## src/rtl/fpu_issue_seq_if.sv

```systemverilog
// Issue-request and writeback handshake bundle for the FP issue sequencer.
// The master side is decode/issue plus writeback; the slave side is the sequencer.
interface fpu_issue_seq_if;
    // issue request channel
    logic        req_valid;
    logic        req_ready;
    logic [3:0]  req_ctrl;
    logic [31:0] req_ds_val;
    logic [31:0] req_dt_val;
    logic [5:0]  req_dd;
    logic [15:0] req_imm;

    // writeback channel
    logic        wb_valid;
    logic        wb_ready;
    logic [5:0]  wb_addr;
    logic [31:0] wb_data;

    modport master (
        output req_valid, req_ctrl, req_ds_val, req_dt_val, req_dd, req_imm, wb_ready,
        input  req_ready, wb_valid, wb_addr, wb_data
    );

    modport slave (
        input  req_valid, req_ctrl, req_ds_val, req_dt_val, req_dd, req_imm, wb_ready,
        output req_ready, wb_valid, wb_addr, wb_data
    );
endinterface

```

## src/rtl/fpu_issue_seq.sv

```systemverilog
// Multi-cycle sequencer around the combinational FP datapath.
// Accepts one op, holds its operands on the fpu_* registers for a per-op
// latency, captures the result and presents it to writeback. One op in flight.
module fpu_issue_seq #(
    parameter int unsigned LAT_ADD  = 2,
    parameter int unsigned LAT_MUL  = 1,
    parameter int unsigned LAT_DIV  = 3,
    parameter int unsigned LAT_SQRT = 3,
    parameter int unsigned LAT_MISC = 1
) (
    input  logic        clk,
    input  logic        rst,
    input  logic        flush,
    fpu_issue_seq_if.slave bus,
    output logic [3:0]  fpu_ctrl,
    output logic [31:0] fpu_ds_val,
    output logic [31:0] fpu_dt_val,
    output logic [5:0]  fpu_dd,
    output logic [15:0] fpu_imm,
    input  logic [31:0] fpu_dd_val,
    input  logic [5:0]  fpu_reg_addr,
    output logic        busy,
    output logic [5:0]  busy_addr,
    output logic        err_illegal
);

    // Latencies must fit the 3-bit down-counter and be at least one cycle.
    if (LAT_ADD  < 1 || LAT_ADD  > 7 ||
        LAT_MUL  < 1 || LAT_MUL  > 7 ||
        LAT_DIV  < 1 || LAT_DIV  > 7 ||
        LAT_SQRT < 1 || LAT_SQRT > 7 ||
        LAT_MISC < 1 || LAT_MISC > 7) begin : g_lat_range_error
        $error("fpu_issue_seq: every LAT_* parameter must lie in 1..7");
    end

    typedef enum logic [1:0] {
        ST_IDLE,
        ST_EXEC,
        ST_DONE
    } state_t;

    state_t      state;
    logic [2:0]  cnt;
    logic        wb_valid_q;
    logic [5:0]  wb_addr_q;
    logic [31:0] wb_data_q;

    logic        accept;
    logic        ctrl_illegal;
    logic [2:0]  lat_sel;

    // Ready only when idle or when the pending result leaves this very edge.
    assign bus.req_ready = !flush && ((state == ST_IDLE) || ((state == ST_DONE) && bus.wb_ready));
    assign accept        = bus.req_valid && bus.req_ready;

    assign bus.wb_valid = wb_valid_q;
    assign bus.wb_addr  = wb_addr_q;
    assign bus.wb_data  = wb_data_q;

    assign busy      = (state != ST_IDLE);
    assign busy_addr = busy ? fpu_dd : '0;

    // Decode the requested op into its execution latency; codes 0 and 15 are illegal.
    always_comb begin
        lat_sel      = '0;
        ctrl_illegal = 1'b0;
        case (bus.req_ctrl)
            4'd1, 4'd2:   lat_sel = 3'(LAT_ADD);
            4'd3:         lat_sel = 3'(LAT_MUL);
            4'd4:         lat_sel = 3'(LAT_DIV);
            4'd5:         lat_sel = 3'(LAT_SQRT);
            4'd0, 4'd15:  ctrl_illegal = 1'b1;
            default:      lat_sel = 3'(LAT_MISC);
        endcase
    end

    // Sequencer FSM with registered operand, result and status outputs.
    always_ff @(posedge clk) begin
        if (rst) begin
            state       <= ST_IDLE;
            cnt         <= '0;
            fpu_ctrl    <= '0;
            fpu_ds_val  <= '0;
            fpu_dt_val  <= '0;
            fpu_dd      <= '0;
            fpu_imm     <= '0;
            wb_valid_q  <= 1'b0;
            wb_addr_q   <= '0;
            wb_data_q   <= '0;
            err_illegal <= 1'b0;
        end else if (flush) begin
            state       <= ST_IDLE;
            cnt         <= '0;
            wb_valid_q  <= 1'b0;
            err_illegal <= 1'b0;
        end else begin
            err_illegal <= 1'b0;

            case (state)
                ST_EXEC: begin
                    if (cnt <= 3'd1) begin
                        wb_data_q  <= fpu_dd_val;
                        wb_addr_q  <= fpu_reg_addr;
                        wb_valid_q <= 1'b1;
                        cnt        <= '0;
                        state      <= ST_DONE;
                    end else begin
                        cnt <= cnt - 3'd1;
                    end
                end
                ST_DONE: begin
                    if (bus.wb_ready) begin
                        wb_valid_q <= 1'b0;
                        state      <= ST_IDLE;
                    end
                end
                ST_IDLE: ;
                default: state <= ST_IDLE;
            endcase

            // An accept can only happen from IDLE or from a completing DONE, both of
            // which already target IDLE above; a legal op overrides that with EXEC.
            if (accept) begin
                fpu_ctrl   <= bus.req_ctrl;
                fpu_ds_val <= bus.req_ds_val;
                fpu_dt_val <= bus.req_dt_val;
                fpu_dd     <= bus.req_dd;
                fpu_imm    <= bus.req_imm;
                if (ctrl_illegal) begin
                    err_illegal <= 1'b1;
                    cnt         <= '0;
                end else begin
                    cnt   <= lat_sel;
                    state <= ST_EXEC;
                end
            end
        end
    end

endmodule

```

## src/flat_wrapper.sv

```systemverilog
// flat-port wrapper written by rule: the top's interface ports become plain ports
module fpu_issue_seq_flat 
#(
    parameter int unsigned LAT_ADD  = 2,
    parameter int unsigned LAT_MUL  = 1,
    parameter int unsigned LAT_DIV  = 3,
    parameter int unsigned LAT_SQRT = 3,
    parameter int unsigned LAT_MISC = 1
)
  (clk, rst, flush, fpu_ctrl, fpu_ds_val, fpu_dt_val, fpu_dd, fpu_imm, fpu_dd_val, fpu_reg_addr, busy, busy_addr, err_illegal, bus_req_valid, bus_req_ctrl, bus_req_ds_val, bus_req_dt_val, bus_req_dd, bus_req_imm, bus_wb_ready, bus_req_ready, bus_wb_valid, bus_wb_addr, bus_wb_data);
  fpu_issue_seq_if bus_i ();
  input  logic clk;
  input  logic rst;
  input  logic flush;
  output logic [3:0] fpu_ctrl;
  output logic [31:0] fpu_ds_val;
  output logic [31:0] fpu_dt_val;
  output logic [5:0] fpu_dd;
  output logic [15:0] fpu_imm;
  input  logic [31:0] fpu_dd_val;
  input  logic [5:0] fpu_reg_addr;
  output logic busy;
  output logic [5:0] busy_addr;
  output logic err_illegal;
  input wire logic [$bits(bus_i.req_valid)-1:0] bus_req_valid;
  input wire logic [$bits(bus_i.req_ctrl)-1:0] bus_req_ctrl;
  input wire logic [$bits(bus_i.req_ds_val)-1:0] bus_req_ds_val;
  input wire logic [$bits(bus_i.req_dt_val)-1:0] bus_req_dt_val;
  input wire logic [$bits(bus_i.req_dd)-1:0] bus_req_dd;
  input wire logic [$bits(bus_i.req_imm)-1:0] bus_req_imm;
  input wire logic [$bits(bus_i.wb_ready)-1:0] bus_wb_ready;
  output wire logic [$bits(bus_i.req_ready)-1:0] bus_req_ready;
  output wire logic [$bits(bus_i.wb_valid)-1:0] bus_wb_valid;
  output wire logic [$bits(bus_i.wb_addr)-1:0] bus_wb_addr;
  output wire logic [$bits(bus_i.wb_data)-1:0] bus_wb_data;
  assign bus_i.req_valid = bus_req_valid;
  assign bus_i.req_ctrl = bus_req_ctrl;
  assign bus_i.req_ds_val = bus_req_ds_val;
  assign bus_i.req_dt_val = bus_req_dt_val;
  assign bus_i.req_dd = bus_req_dd;
  assign bus_i.req_imm = bus_req_imm;
  assign bus_i.wb_ready = bus_wb_ready;
  assign bus_req_ready = bus_i.req_ready;
  assign bus_wb_valid = bus_i.wb_valid;
  assign bus_wb_addr = bus_i.wb_addr;
  assign bus_wb_data = bus_i.wb_data;
  fpu_issue_seq #(.LAT_ADD(LAT_ADD), .LAT_MUL(LAT_MUL), .LAT_DIV(LAT_DIV), .LAT_SQRT(LAT_SQRT), .LAT_MISC(LAT_MISC)) u_core (.clk(clk), .rst(rst), .flush(flush), .bus(bus_i), .fpu_ctrl(fpu_ctrl), .fpu_ds_val(fpu_ds_val), .fpu_dt_val(fpu_dt_val), .fpu_dd(fpu_dd), .fpu_imm(fpu_imm), .fpu_dd_val(fpu_dd_val), .fpu_reg_addr(fpu_reg_addr), .busy(busy), .busy_addr(busy_addr), .err_illegal(err_illegal));
endmodule
```

## config.mk

```make
export PLATFORM = sky130hd
export DESIGN_NAME = fpu_issue_seq_flat
export DESIGN_NICKNAME = d
export VERILOG_FILES = /design/src/rtl/fpu_issue_seq_if.sv /design/src/rtl/fpu_issue_seq.sv /design/src/flat_wrapper.sv
export SDC_FILE = /design/constraint.sdc
export NUM_CORES = 1
export LEC_CHECK = 0
export CAP_MARGIN = 20
export CORE_MARGIN = 2
export CORE_UTILIZATION = 39
export CTS_BUF_LIST = sky130_fd_sc_hd__clkbuf_4 sky130_fd_sc_hd__clkbuf_8 sky130_fd_sc_hd__clkbuf_16
export CTS_CLUSTER_SIZE = 28
export DETAILED_ROUTE_END_ITERATION = 8
export HOLD_SLACK_MARGIN = 0.15
export PLACE_DENSITY = 0.77
export SYNTH_ARGS = -nofsm -noshare
export SYNTH_HDL_FRONTEND = slang
export SYNTH_SLANG_ARGS = --single-unit
```

## constraint.sdc

```tcl
create_clock -name clk -period 2.1 [get_ports clk]
set_input_delay 0.42 -clock clk [delete_from_list [all_inputs] [get_ports clk]]
set_output_delay 0.42 -clock clk [all_outputs]
set_load 0.05 [all_outputs]
```

==> results of run 1 <==
==> layout make-up <==
class	instances	area, µm²	area share, %
multi-input cells	435	1960	23.4
clock inverters	2	35.0	0.418
clock buffers	29	553	6.60
well taps	172	215	2.57
inverters	3	11.3	0.134
flip-flops and latches	135	2700	32.2
repair buffers	287	2910	34.7
==> kinds of logic after synthesis <==
family | synth area share, %
AND/OR/NAND/NOR | 23.8
AO/OA/AOI/OAI | 15.0
flip-flops | 54.9
buffers and inverters | 5.71
adder cells (fa/ha/maj) | 0.508
XOR/XNOR | 0.178
==> how the worst min path moves through the flow <==
| stage | from | endpoint | slack [ns] | cells past startpoint |
|---|---|---|---|---|
| global route | rst | u_core.fpu_ctrl[3] | 0.24 | 2 |
| CTS | rst | u_core.fpu_ctrl[3] | 0.23 | 2 |
| global placement | u_core.fpu_imm[7] | u_core.fpu_imm[7] | 0.44 | 2 |
| detailed placement | u_core.bus.wb_data[30] | u_core.bus.wb_data[30] | 0.45 | 2 |
| finish | rst | u_core.fpu_ctrl[3] | 0.25 | 2 |
| floorplan | u_core.cnt[2] | u_core.cnt[2] | 0.49 | 2 |
==> metal layers <==
layer | part of all wire (%) | GRT usage, % | wire, µm
met5 | 0 | 0 | 0
met4 | 2.8 | 9.76 | 427
met2 | 52 | 38.9 | 7920
met3 | 7.0 | 6.95 | 1070
met1 | 38 | 23.3 | 5870
==> power groups by stage <==
stage	sequential [W]	combinational (W)	clock (W)
2_1_floorplan	0.00307	0.000250	0
4_1_cts	0.00271	0.00109	0.00294
5_1_grt	0.00272	0.00115	0.00307
3_5_place_dp	0.00276	0.00109	0
3_3_place_gp	0.00276	0.00107	0
6_report	0.00271	0.00109	0.00289
==> registers in the layout, indices dropped and copies added (netlist names) <==
signal,cells
u_core.bus.wb_addr,6
u_core.bus.wb_data,32
u_core.bus.wb_valid,1
u_core.cnt,3
u_core.err_illegal,1
u_core.fpu_ctrl,4
u_core.fpu_dd,6
u_core.fpu_ds_val,32
u_core.fpu_dt_val,32
u_core.fpu_imm,16
u_core.state,2
==> worst register-to-register path: stages, from the launching register on <==
cell and delay (ns):
dfxtp_1 0.41, ha_1 0.17, o21ba_2 0.18, or4_4 0.71
nand2_1 0.17, a21oi_1 0.08
==> placed cells by master, fill, tap and decap left out, types with 2 or more instances in the layout <==
cell type / Yosys / layout
dfxtp_1: 135 / 135
buf_12: 0 / 8
nor2_1: 5 / 4
ha_1: 2 / 2
inv_1: 3 / 3
a211oi_1: 2 / 2
o21ai_0: 3 / 3
nor2b_1: 7 / 7
nor3_1: 2 / 2
nand2_1: 262 / 262
clkdlybuf4s50_1: 0 / 260
clkbuf_16: 0 / 17
nand2b_1: 3 / 3
a21oi_1: 134 / 134
clkbuf_4: 0 / 6
buf_4: 2 / 19
clkbuf_8: 0 / 6
==> through the flow <==
stage / utilization, % / instance area [µm²] / std cells
after floorplan: - / 4930 / 617
after global placement: 62.5 / 7790 / 1032
after detailed placement: 62.5 / 7790 / 1032
after CTS: 67.2 / 8380 / 1063
after global routing: 67.2 / 8380 / 1063
final: 67.2 / 8380 / 1063
==> flow_summary_export.csv, run 1 <==
group,metric,value,unit
synthesis,synth_top_area_cell,"dfxtp_1",
critical_path,max_stage_delay,0.83,ns
die,fp.dieH,116,µm
pwr,p_int,0.00502,W
clock_network,htree_levels,4,
worst_hold_path,hold_path_class,"primary input to flip-flop",
clock_network,holdBufCountCts,0,
run,maxCapViolations,0,
routing,route.detailed.drc,0,
clock_network,clkTransAtPathRegs,0.05,ns
place,pre_cts_ws,-0.0296,ns
critical_path,startpoint_type,"flip-flop",
sta,setup_viol,0,
synthesis,synthCells,617,
sta,setup_tns,0,ns
die,rows,41,
synthesis,synth-seq-cells,135,
global_route,grt_first_pass_wirelength,22800,µm
synthesis,synth_cell_types,30,
routing,antenna_left,0,
pwr,powerDensity,797,nW/µm²
clock_network,clk_latency,0.41,ns
global_route,overflow,0,
critical_path,cp_slowest_cell,"clkdlybuf4s50_1",
sta,period_needed,2.04,ns
pwr,ir_worst_vdd,0.000563,V
routing,drt-total-wl,15300,µm
synthesis,seq_area_frac_synth,54.9,%
layout,fill_cells,1003,
global_route,grt_max_degree,73,
routing,drt_first_pass_iters,4,
synthesis,syn_nets,752,
synthesis,ys_warn_count,0,
critical_path,crit_family,"buffers and inverters",
global_route,grt_antenna_before_repair,0,
layout,layout-drive-gt1-share,7.52,%
clock_network,cts-resized-gates,0,
place,port_buffers,270,
pwr,seqPwrFrac,40.5,%
pwr,cellLeakagePower,3.02,nW
clock_network,cts_setup_buffers,0,
critical_path,reg2reg_to,"u_core.bus.wb_data[5]",
critical_path,reg2reg_slack,0.24,ns
pwr,p_total,0.00668,W
clock_network,cts_made_buffers,17,
synthesis,async_flop_share,0,%
critical_path,path_cells,"clkdlybuf4s50_1",
routing,first_iter_violations,278,
routing,viasPerCell,4.71,
synthesis,synthFlopType,"dfxtp_1",
synthesis,syn-cell-area,4930,µm²
pwr,switching_power,0.00166,W
critical_path,cp.required,1.68,ns
die,start_util,39.5,%
sta,finalHoldViolCount,0,
sta,finalCritPeriodShare,97.3,%
die,io_pins,271,
synthesis,avgSynthCellArea,7.99,µm²
place,gp_congestion,0.818,
routing,wl_per_cell,14.4,µm
pwr,power.share.clock,43.2,%
clock_network,cts.sinks,135,
place,dp_hpwl,11100,µm
global_route,track_usage,21.7,%
critical_path,crit_start,"u_core.fpu_dd[5]",
critical_path,cp.depth,1,
synthesis,yosysTopAreaCellShare,54.9,%
die,die_area,13500,µm²
sta,slew_headroom,62.3,%
global_route,grt_pass1_vias,4801,
synthesis,ys_top_cells_by_area,"dfxtp_1 (55%), nand2_1 (20%), a21oi_1 (14%)",
clock_network,cts_tree,"done",
sta,skew,0.00796,ns
critical_path,endpoint,"fpu_dd[5]",
layout,nNetsFinal,1014,
sta,tightest_slew,0.566,ns
layout,area_growth,70.1,%
clock_network,cts_root_buf,"clkbuf_16",
synthesis,synth_edf_count,0,
critical_path,critPathArrivalTime,1.62,ns
routing,vias,5011,
sta,grt_setup_unrepaired,"no",
sta,max_freq,489,MHz
critical_path,critPathKind,"flip-flop to primary output",
die,core-area,12500,µm²
sta,maxSlewViolCount,0,
layout,n_antenna_cell,0,
pwr,comb_power_share,16.2,%
critical_path,path_max_fanout,3,
pwr,switching_share,24.8,%
die,die_w,116,µm
critical_path,reg2reg_depth,5,
synthesis,synthTopCellsByCount,"nand2_1 (262), dfxtp_1 (135), a21oi_1 (134)",
clock_network,ctsLongestPathBuffers,2,
critical_path,critPathBufInv,1,
sta,worst_slack,0.0564,ns
critical_path,r2r-start,"u_core.cnt[0]",
critical_path,end_kind,"primary output",
status,outcome,"finished clean",
sta,hold-worst-slack,0.247,ns
synthesis,yosysMostFrequentCell,"nand2_1",
Power figures use the tool's default switching activity.
==> run 2, diff against run 1 <==
--- a/config.mk
+++ b/config.mk
@@ -9,7 +9,7 @@
 export CORE_MARGIN = 2
 export CORE_UTILIZATION = 39
 export CTS_BUF_LIST = sky130_fd_sc_hd__clkbuf_4 sky130_fd_sc_hd__clkbuf_8 sky130_fd_sc_hd__clkbuf_16
-export CTS_CLUSTER_SIZE = 28
+export CTS_CLUSTER_SIZE = 16
 export DETAILED_ROUTE_END_ITERATION = 8
 export HOLD_SLACK_MARGIN = 0.15
 export PLACE_DENSITY = 0.77
==> results of run 2 <==
No change in the layout: final DEF, timing and power equal those of run 1.
